==> src/rtl/mac_ctrl_multi_if.sv <==
// Stream handshake bundle between the stream FIFOs and mac_ctrl_multi.
// master: the stream side (drives valids and o_TREADY).
// slave:  the controller (drives readies and the output valid/last).
interface mac_ctrl_multi_if #(
  parameter int NUM_CH = 4
);
  logic [NUM_CH-1:0] i_TVALID;
  logic [NUM_CH-1:0] i_TREADY;
  logic [NUM_CH-1:0] k_TVALID;
  logic [NUM_CH-1:0] k_TREADY;
  logic              b_TVALID;
  logic              b_TREADY;
  logic              o_TVALID;
  logic              o_TLAST;
  logic              o_TREADY;

  modport master (
    output i_TVALID, k_TVALID, b_TVALID, o_TREADY,
    input  i_TREADY, k_TREADY, b_TREADY, o_TVALID, o_TLAST
  );

  modport slave (
    input  i_TVALID, k_TVALID, b_TVALID, o_TREADY,
    output i_TREADY, k_TREADY, b_TREADY, o_TVALID, o_TLAST
  );
endinterface

==> src/rtl/mac_ctrl_multi.sv <==
// Control FSM for the multi-channel MAC datapath: bias load, len taps
// across NUM_CH lock-stepped channel pairs, PIPE-cycle drain, then one
// result per pass; n_out passes per job, o_TLAST on the final result.
// Optional stall counter: define MAC_CTRL_STALL_CNT_EN.
module mac_ctrl_multi #(
  parameter int NUM_CH = 4,
  parameter int CNT_W  = 8,
  parameter int PIPE   = 2
) (
  input  logic             clk,
  input  logic             reset,
  input  logic             start,
  input  logic [CNT_W-1:0] len,
  input  logic [CNT_W-1:0] n_out,
  mac_ctrl_multi_if.slave  s,
  output logic             b_enable,
  output logic             acc_enable,
  output logic             busy,
  output logic             done
`ifdef MAC_CTRL_STALL_CNT_EN
  ,
  output logic [31:0]      stall_cnt
`endif
);

  typedef enum logic [2:0] {IDLE, BIAS, MAC, DRAIN, OUT} state_t;

  localparam logic [3:0] PIPE_LAST = (PIPE > 0) ? 4'(PIPE - 1) : 4'd0;

  state_t            state, state_n;
  logic [CNT_W-1:0]  len_q, n_out_q, tap_cnt, out_cnt;
  logic [3:0]        drain_cnt;
  logic              fire, last_tap, last_out;
  logic [NUM_CH-1:0] i_rdy, k_rdy;
  logic              b_rdy, o_vld, o_lst;

  assign fire     = (&s.i_TVALID) & (&s.k_TVALID);
  assign last_tap = (tap_cnt == len_q - CNT_W'(1));
  assign last_out = (out_cnt == n_out_q - CNT_W'(1));

  assign s.i_TREADY = i_rdy;
  assign s.k_TREADY = k_rdy;
  assign s.b_TREADY = b_rdy;
  assign s.o_TVALID = o_vld;
  assign s.o_TLAST  = o_lst;
  assign busy       = (state != IDLE);

  // Next state and handshake/enable decode.
  always_comb begin
    state_n    = state;
    i_rdy      = '0;
    k_rdy      = '0;
    b_rdy      = 1'b0;
    o_vld      = 1'b0;
    o_lst      = 1'b0;
    b_enable   = 1'b0;
    acc_enable = 1'b0;
    done       = 1'b0;
    case (state)
      IDLE: if (start) state_n = BIAS;
      BIAS: begin
        b_rdy = 1'b1;
        if (s.b_TVALID) begin
          b_enable = 1'b1;
          state_n  = MAC;
        end
      end
      MAC: begin
        // all-or-nothing so the lanes never skew
        i_rdy      = {NUM_CH{fire}};
        k_rdy      = {NUM_CH{fire}};
        acc_enable = fire;
        if (fire && last_tap) state_n = (PIPE == 0) ? OUT : DRAIN;
      end
      DRAIN: if (drain_cnt == PIPE_LAST) state_n = OUT;
      OUT: begin
        o_vld = 1'b1;
        o_lst = last_out;
        if (s.o_TREADY) begin
          if (last_out) begin
            done    = 1'b1;
            state_n = IDLE;
          end else begin
            state_n = BIAS;
          end
        end
      end
      default: state_n = IDLE;
    endcase
  end

  // State register, job parameters and sequencing counters.
  always_ff @(posedge clk or posedge reset) begin
    if (reset) begin
      state     <= IDLE;
      len_q     <= '0;
      n_out_q   <= '0;
      tap_cnt   <= '0;
      out_cnt   <= '0;
      drain_cnt <= '0;
    end else begin
      state <= state_n;
      case (state)
        IDLE: if (start) begin
          len_q   <= (len   == '0) ? CNT_W'(1) : len;
          n_out_q <= (n_out == '0) ? CNT_W'(1) : n_out;
          out_cnt <= '0;
        end
        BIAS: if (s.b_TVALID) tap_cnt <= '0;
        MAC: if (fire) begin
          tap_cnt   <= tap_cnt + CNT_W'(1);
          drain_cnt <= '0;
        end
        DRAIN: drain_cnt <= drain_cnt + 4'd1;
        OUT: if (s.o_TREADY && !last_out) out_cnt <= out_cnt + CNT_W'(1);
        default: ;
      endcase
    end
  end

`ifdef MAC_CTRL_STALL_CNT_EN
  logic stall;
  assign stall = ((state == MAC)  && !fire) ||
                 ((state == BIAS) && !s.b_TVALID) ||
                 ((state == OUT)  && !s.o_TREADY);

  // Saturating stall counter, cleared when a job is accepted.
  always_ff @(posedge clk or posedge reset) begin
    if (reset)                              stall_cnt <= '0;
    else if (state == IDLE && start)        stall_cnt <= '0;
    else if (stall && stall_cnt != '1)      stall_cnt <= stall_cnt + 32'd1;
  end
`endif

endmodule

==> src/flat_wrapper.sv <==
// flat-port wrapper written by rule: the top's interface ports become plain ports
module mac_ctrl_multi_flat 
#(
  parameter int NUM_CH = 4,
  parameter int CNT_W  = 8,
  parameter int PIPE   = 2
)
  (clk, reset, start, len, n_out, b_enable, acc_enable, busy, done, s_i_TVALID, s_k_TVALID, s_b_TVALID, s_o_TREADY, s_i_TREADY, s_k_TREADY, s_b_TREADY, s_o_TVALID, s_o_TLAST);
  mac_ctrl_multi_if #(.NUM_CH(NUM_CH)) s_i ();
  input  logic clk;
  input  logic reset;
  input  logic start;
  input  logic [CNT_W-1:0] len;
  input  logic [CNT_W-1:0] n_out;
  output logic b_enable;
  output logic acc_enable;
  output logic busy;
  output logic done;
  input wire logic [$bits(s_i.i_TVALID)-1:0] s_i_TVALID;
  input wire logic [$bits(s_i.k_TVALID)-1:0] s_k_TVALID;
  input wire logic [$bits(s_i.b_TVALID)-1:0] s_b_TVALID;
  input wire logic [$bits(s_i.o_TREADY)-1:0] s_o_TREADY;
  output wire logic [$bits(s_i.i_TREADY)-1:0] s_i_TREADY;
  output wire logic [$bits(s_i.k_TREADY)-1:0] s_k_TREADY;
  output wire logic [$bits(s_i.b_TREADY)-1:0] s_b_TREADY;
  output wire logic [$bits(s_i.o_TVALID)-1:0] s_o_TVALID;
  output wire logic [$bits(s_i.o_TLAST)-1:0] s_o_TLAST;
  assign s_i.i_TVALID = s_i_TVALID;
  assign s_i.k_TVALID = s_k_TVALID;
  assign s_i.b_TVALID = s_b_TVALID;
  assign s_i.o_TREADY = s_o_TREADY;
  assign s_i_TREADY = s_i.i_TREADY;
  assign s_k_TREADY = s_i.k_TREADY;
  assign s_b_TREADY = s_i.b_TREADY;
  assign s_o_TVALID = s_i.o_TVALID;
  assign s_o_TLAST = s_i.o_TLAST;
  mac_ctrl_multi #(.NUM_CH(NUM_CH), .CNT_W(CNT_W), .PIPE(PIPE)) u_core (.clk(clk), .reset(reset), .start(start), .len(len), .n_out(n_out), .s(s_i), .b_enable(b_enable), .acc_enable(acc_enable), .busy(busy), .done(done));
endmodule
==> config.mk <==
export PLATFORM = sky130hd
export DESIGN_NAME = mac_ctrl_multi_flat
export DESIGN_NICKNAME = d
export VERILOG_FILES = /design/src/rtl/mac_ctrl_multi_if.sv /design/src/rtl/mac_ctrl_multi.sv /design/src/flat_wrapper.sv
export SDC_FILE = /design/constraint.sdc
export NUM_CORES = 1
export LEC_CHECK = 0
export CORE_ASPECT_RATIO = 0.8
export CORE_MARGIN = 2
export CORE_UTILIZATION = 30
export CTS_CLUSTER_SIZE = 40
export DETAILED_ROUTE_END_ITERATION = 10
export PLACE_DENSITY = 0.49
export RECOVER_POWER = 25
export SYNTH_ARGS = -nofsm -noshare
export SYNTH_HDL_FRONTEND = slang
export SYNTH_SLANG_ARGS = --single-unit
==> constraint.sdc <==
create_clock -name clk -period 6.36 [get_ports clk]
set_clock_uncertainty 0.2 [all_clocks]
set_input_delay 0.636 -clock clk [delete_from_list [all_inputs] [get_ports clk]]
set_output_delay 0.636 -clock clk [all_outputs]
set_load 0.05 [all_outputs]
* Word level (Yosys, flattened, before mapping) *
Cells that the tools add are included.
W data, S select, Z words.

operators by class
  $add $sub $neg = 5
  multiplexer cells = 27
  bitwise gates (word level) = 1
  reductions and logical operators = 17
  equal/unequal tests = 14

operators with widths
  kind                   count
  $mux W8                6
  $pmux W8 S2            2
  $add A8 B1 Y8 const B  2
  $eq A8 B8 Y1           2
  $logic_not A8 Y1       2
  $sub A8 B1 Y8 const B  2
  $mux W3                5
  $pmux W3 S5            1
  $mux W1                10
  $mux W4                2
  $ne A2 B1 Y1 const B   4
  $pmux W4 S2            1
  $reduce_and A4 Y1      2
  $eq A3 B2 Y1 const B   2
  $ne A2 B2 Y1 const B   3
  $reduce_and A3 Y1      2
  $reduce_bool A2 Y1     3
  $reduce_and A5 Y1      1
  $add A4 B1 Y4 const B  1
  $eq A4 B1 Y1 const B   1
  $reduce_and A2 Y1      2
  $eq A3 B1 Y1 const B   1
  $eq A3 B3 Y1 const B   1
  $logic_not A3 Y1       1
  4 further kinds        5

storage, ports and cells
  output and inout port bits = 15
  input port bits = 29
  word-level logic and storage cells = 70
  flip-flop bits (word level) = 39

* Depth between registers and ports, before layout *
Gate-level depths: netlist (run 1).

  depth after elaboration = 6
  gate-level depth with buffers = 9
  gate-level depth less buffers = 8

* Worst setup path before layout (run 1) *
No wires, ideal clock.

  kind = reg2out
  start point = reg u_core.state[0]
  end point = out b_enable
  stages on the path, launching flop included = 6
  path buffers = 2
  data arrival time = 2,623 ps
  slack = 2,901 ps
  cells stage by stage = dfrtp_1 > clkbuf_1 > inv_1 > nor3_1 > and2_1 > clkbuf_1

between the ends
  cells in the longest elaborated chain, start to end = 2

RTL lines
  item                      line                   text
  start: declaration        mac_ctrl_multi.sv:30   state_t state, state_n;
  start signal: assignment  mac_ctrl_multi.sv:102  state <= state_n;
  $eq A3 B1 Y1              mac_ctrl_multi.sv:59   case (state)
  $mux W1                   mac_ctrl_multi.sv:59
  end: declaration          flat_wrapper.sv:15     output logic b_enable;

Every way passes these cells.

* Worst setup path in the final report (run 1) *
  start point = reg u_core.n_out_q[0]
  end point = out s_o_TLAST

between the ends
  cells in the longest elaborated chain, start to end = 3

RTL lines
  item                      line                   text
  start: declaration        mac_ctrl_multi.sv:31   logic [CNT_W-1:0] len_q, n_out_q, tap_cnt, out_cnt;
  start signal: assignment  mac_ctrl_multi.sv:106  n_out_q <= (n_out == '0) ? CNT_W'(1) : n_out;
  $sub A8 B1 Y8             mac_ctrl_multi.sv:39   assign last_out = (out_cnt == n_out_q - CNT_W'(1));
  $eq A8 B8 Y1              mac_ctrl_multi.sv:39
  $mux W1                   mac_ctrl_multi.sv:59
  end: declaration          flat_wrapper.sv:27     output wire logic [$bits(s_i.o_TLAST)-1:0] s_o_TLAST;

Every way passes these cells.

==> impl_metrics.csv, run 1 <==
group,metric,value,unit
sta,hold_viol_final,0,
grt,grt_pass1_vias,1952,
routing,drcViolationCount,0,
setup_path,start_kind,"flop",
min_path,holdPathStages,1,
sta,maxSlewHeadroom,-0.478,
setup_path,critical_path_class,"reg -> out",
setup_path,crit_arrival,2.90,ns
pwr,p_clk_frac,0.157,
clocking,clk_latency,0.29,ns
placed_design,dp_cells,414,
floorplan,coreArea,7910,um2
grt,track_usage,0.136,
floorplan,pin_count,44,
clocking,clockRootBuffer,"clkbuf_8",
clocking,cts_resized,0,
min_path,hold_class,"reg -> reg",
floorplan,die_h,84.7,um
sta,finalSetupViolations,0,
sta,fin_crit,3.74,ns
pwr,netSwitchingFraction,0.430,
pwr,p_total,0.00110,W
sta,whs,0.294,ns
routing,wl,5700,um
clocking,postCtsSetupBuffers,0,
floorplan,start_util,0.309,
routing,wl_per_cell,13.5,um
final_layout,diodes,0,
final_layout,syn_to_final_growth,22.4,%
logic_synthesis,async_flop_share,1.00,
pwr,p_int,0.000629,W
setup_path,worstPathRequired,5.52,ns
grt,grt_first_pass_wirelength,9830,um
final_layout,fin_nets,348,
status,status,"finished with violations",
logic_synthesis,synth_ff_type,"dfrtp_1",
logic_synthesis,ys_seq_area_frac,0.399,
pwr,power.density,369,nW/um2
logic_synthesis,syn-num-nets,316,
pwr,combPwrFrac,0.454,
routing,drtIter0Drc,105,
logic_synthesis,ys_types,48,
final_layout,fin_cells,421,
pwr,peakVddDrop,0.174,mV
sta,maxSlewViolCount,40,
setup_path,ff2ff_path_depth,6,
pwr,seq_power_share,0.389,
placed_design,gp_congestion,0.756,
sta,worst_pin_slew,2.22,ns
placed_design,io_buffers,43,
clocking,cts_tree,"yes",
sta,fin_crit_sh,0.588,
routing,vias,2063,
routing,drtAntennaViolNets,0,
routing,drtPass1Iterations,4,
sta,fmax,268,MHz
logic_synthesis,synth_edf_count,0,
clocking,numCtsBuffers,5,
job,drv_cap,1,
pwr,p_sw,0.000475,W
logic_synthesis,avgSynthCellArea,8.70,um2
placed_design,dp_hpwl,4230,um
logic_synthesis,netlist_area,2440,um2
floorplan,die_area,8890,um2
clocking,cts.sinks,39,
sta,fin_tns_setup,0,ns
sta,fin_ws,2.62,ns
logic_synthesis,synth_cells,281,
clocking,htree_num_levels,2,
clocking,clk_pin_slew,0.07,ns
setup_path,endpoint_kind,"output pin",
final_layout,drive_above_1_share,0.0351,
grt,overflow,0,
pwr,p_leak,1.27,nW
routing,via_per_inst,4.90,
sta,rsz0062_at_grt,"no",
clocking,cts_hold_buf,0,
clocking,clockBufferDepth,2,
grt,antenna_found_initial,0,
grt,grt_max_degree,40,
placed_design,pre_cts_ws,2.83,ns
logic_synthesis,yosysWarnings,0,
floorplan,fp.dieW,105,um
floorplan,row_count,29,
logic_synthesis,synth-seq-cells,39,
status,failed_checks,"capacitance limit, slew limit",
setup_path,critical_path_peak_fanout,4,
cell usage after synthesis (2+ instances only):
cell type	n	area, um2
nand4b_1	2	17.5
and2_1	3	18.8
inv_1	12	45.0
o22ai_1	2	12.5
nand2_1	49	184
xor2_1	9	78.8
dfrtp_1	39	976
and4_1	2	17.5
xnor2_1	20	175
buf_4	8	60.1
nand3b_1	3	22.5
or4_1	6	45.0
nor3_1	6	30.0
ha_1	6	75.1
nand4_1	7	43.8
nor4_1	4	25.0
o211ai_1	2	15.0
nor3b_1	3	22.5
o31ai_1	5	37.5
a21oi_1	8	40.0
and3_1	7	43.8
nor2_1	15	56.3
nor2b_1	3	18.8
o21ai_0	15	75.1
clkbuf_1	10	37.5
a31oi_1	2	12.5
nand3_1	12	60.1
cell families after synthesis:
family | synth area share
flops | 0.399
fa+ha+maj | 0.0307
xor+xnor | 0.104
compound gates | 0.128
buf+inv | 0.0630
simple gates | 0.267
mux | 0.00870
critical path: stages, from the launching register on:
cell	delay [ns]
dfrtp_1	0.41
inv_1	0.08
ha_1	0.31
xor2_1	0.13
nand2_1	0.07
nor4_1	0.37
o211ai_1	0.27
nor2_1	0.16
clkdlybuf4s50_1	0.82
routing by layer:
metal,vias to the layer above,share of wire,global-route usage
met3,4,0.025,0.0272
met5,-,0,0
li1,1048,-,-
met1,986,0.56,0.204
met4,0,0.011,0.0400
met2,25,0.41,0.197
final cells by class:
class                           count  area [um2]
Clock inverter                      1        5.00
Timing Repair Buffer               44         434
Multi-Input combinational cell    211        1310
Sequential cell                    39         976
Inverter                           12        45.0
Fill cell                         854        4920
Tap cell                          108         135
Clock buffer                        6        82.6
registers in the layout, summed over array words and instances, names as in the netlist:
signal	count
u_core.state	3
u_core.tap_cnt	8
u_core.n_out_q	8
u_core.len_q	8
u_core.drain_cnt	4
u_core.out_cnt	8
power groups by stage:
stage	clock network (W)	registers [W]	logic [W]
2_1_floorplan	0	0.000397	0.000410
3_3_place_gp	0	0.000435	0.000501
3_5_place_dp	0	0.000436	0.000504
4_1_cts	0.000179	0.000431	0.000507
5_1_grt	0.000191	0.000447	0.000566
6_report	0.000173	0.000430	0.000502
placed cells by master (no fill, tap or decap), types with 2 or more instances in the layout:
master,synthesis,layout
nor2b_1,3,3
nand4_1,7,7
inv_1,12,12
o31ai_1,5,5
o21ai_0,15,15
or4_1,6,6
and2_1,3,3
nor3_1,6,6
and4_1,2,2
nor4_1,4,4
xnor2_1,20,20
nor3b_1,3,3
ha_1,6,6
nand4b_1,2,2
dfrtp_1,39,39
clkbuf_8,0,6
nor2_1,15,15
and3_1,7,7
xor2_1,9,9
a31oi_1,2,2
a21oi_1,8,8
nand3_1,12,12
clkdlybuf4s50_1,0,42
nand3b_1,3,3
o22ai_1,2,2
nand2_1,49,49
o211ai_1,2,2
through the flow:
| stage | area [um2] | utilization |
|---|---|---|
| finish | 2990 | 0.378 |
| global route | 2990 | 0.378 |
| CTS | 3000 | 0.379 |
| detailed placement | 2910 | 0.368 |
| global placement | 2910 | 0.368 |
| floorplan | 2440 | - |
path summary, 6_finish.rpt:
check,start,to,slack (ns)
hold reg to reg,u_core.drain_cnt[3],u_core.drain_cnt[3],0.29
max in group asynchronous,reset,u_core.tap_cnt[0],3.30
setup reg to reg,u_core.n_out_q[2],u_core.out_cnt[6],3.92
hold / removal,u_core.drain_cnt[3],u_core.drain_cnt[3],0.29
setup / recovery,u_core.n_out_q[0],s_o_TLAST,2.62
min in group asynchronous,reset,u_core.n_out_q[1],1.39
(Power assumes the default switching activity.)
==> run 2: changes to the inputs <==
PLACE_DENSITY = 0.5   (was 0.49)
clock period = 3.2 ns   (was 6.36 ns; I/O delays follow)
==> impl_metrics.csv, run 2 (synthesized netlist as in run 1, its figures left out) <==
group,metric,value,unit
sta,fin_tns_setup,0,ns
min_path,holdPathStages,1,
placed_design,io_buffers,43,
setup_path,ff2ff_path_depth,8,
pwr,p_leak,1.31,nW
job,drv_cap,0,
clocking,cts_tree,"yes",
sta,fin_crit,2.86,ns
clocking,clockRootBuffer,"clkbuf_8",
setup_path,endpoint_kind,"output pin",
clocking,numCtsBuffers,5,
routing,drcViolationCount,0,
setup_path,critical_path_class,"reg -> out",
final_layout,drive_above_1_share,0.0794,
final_layout,final_common_cell,"nand2_1",
clocking,clockBufferDepth,2,
final_layout,layout.area.seq,976,um2
clocking,clk_latency,0.29,ns
clocking,clk_pin_slew,0.09,ns
status,status,"finished clean",
grt,antenna_found_initial,0,
pwr,power.density,767,nW/um2
floorplan,die_area,8890,um2
grt,grt_max_degree,40,
sta,fmax,350,MHz
clocking,postCtsSetupBuffers,0,
sta,rsz0062_at_grt,"no",
setup_path,critPathLaunch,"u_core.n_out_q[0]",
setup_path,crit_arrival,2.34,ns
setup_path,critical_path_peak_fanout,4,
setup_path,worstPathRequired,2.68,ns
clocking,cts.sinks,39,
floorplan,pin_count,44,
final_layout,layout_common_cells,"nand2_1 (49), dfrtp_1 (39), clkdlybuf4s50_1 (31)",
grt,overflow,0,
setup_path,worstReg2RegStart,"u_core.n_out_q[0]",
floorplan,die_h,84.7,um
pwr,p_total,0.00230,W
min_path,hold_class,"reg -> reg",
sta,worst_pin_slew,1.01,ns
min_path,hp-start,"u_core.drain_cnt[3]",
grt,track_usage,0.140,
clocking,cts_hold_buf,0,
pwr,peakVddDrop,0.301,mV
routing,vias,2062,
final_layout,fin_nets,349,
sta,maxSlewHeadroom,0.324,
final_layout,diodes,0,
sta,maxSlewViolCount,0,
floorplan,fp.dieW,105,um
clocking,cts_resized,0,
setup_path,r2r_slack,0.75,ns
routing,drtPass1Iterations,4,
final_layout,multi_input_area,1310,um2
floorplan,start_util,0.309,
routing,wl_per_cell,13.7,um
final_layout,syn_to_final_growth,22.9,%
sta,fin_crit_sh,0.894,
routing,drtAntennaViolNets,0,
setup_path,start_kind,"flop",
floorplan,coreArea,7910,um2
grt,grt_first_pass_wirelength,10200,um
grt,grt_pass1_vias,2068,
routing,via_per_inst,4.87,
routing,wl,5800,um
clocking,htree_num_levels,2,
sta,finalSetupViolations,0,
routing,drtIter0Drc,91,
floorplan,row_count,29,
sta,hold_viol_final,0,
final_layout,fillers,851,
placed_design,dp_hpwl,4390,um
placed_design,gp_congestion,0.781,
## run 2: cell types whose count changed in the layout (fill, tap and decap cells not counted), sizes merged
| cell | delta |
|---|---|
| bufinv | +1 |
| clkdlybuf4s50 | -11 |
| buf | +12 |
## run 2: through the flow
step	cells	setup WS [ns]	hold slack [ns]	utilization	area (um2)
2_1_floorplan	281	0.0570	0.225	-	2440
3_3_place_gp	415	0.685	0.286	0.365	2890
3_5_place_dp	415	0.681	0.286	0.365	2890
4_1_cts	423	0.360	0.277	0.380	3010
5_1_grt	423	0.125	0.340	0.380	3000
6_report	423	0.340	0.299	0.380	3000
## run 2: power by group
| part | total (W) | switching, W | internal [W] |
|---|---|---|---|
| logic | 0.00102 | 0.000574 | 0.000444 |
| clock network | 0.000435 | 0.000183 | 0.000253 |
| registers | 0.000852 | 0.000211 | 0.000640 |
| total | 0.00230 | 0.000968 | 0.00134 |
## run 2: area by class of cell
| class | instances | share of cell area |
|---|---|---|
| clock buffers | 6 | 0.0275 |
| inverters | 12 | 0.0150 |
| multi-input cells | 211 | 0.438 |
| flip-flops and latches | 39 | 0.325 |
| repair buffers | 45 | 0.138 |
| well taps | 108 | 0.0450 |
| clock inverters | 2 | 0.0117 |
## run 2: worst paths after layout
check                                 endpoint
max                                  s_o_TLAST
min                        u_core.drain_cnt[3]
max reg2reg                  u_core.out_cnt[6]
min reg2reg                u_core.drain_cnt[3]
max in group asynchronous    u_core.n_out_q[6]
min in group asynchronous    u_core.n_out_q[1]
## run 2: metal layers
layer,vias up,wire length [um],part of all wire,global-route usage
li1,1056,-,-,-
met5,-,0,0,0
met4,0,78,0.013,0.0291
met2,24,2480,0.43,0.210
met1,974,3100,0.53,0.208
met3,8,149,0.026,0.0295
## run 2: critical path, stage by stage (launching register included)
cell      delay [ns]
dfrtp_1         0.41
inv_1           0.07
ha_1            0.30
xor2_1          0.13
nand2_1         0.07
nor4_1          0.39
o211ai_1        0.25
nor2_1          0.21
buf_4           0.23
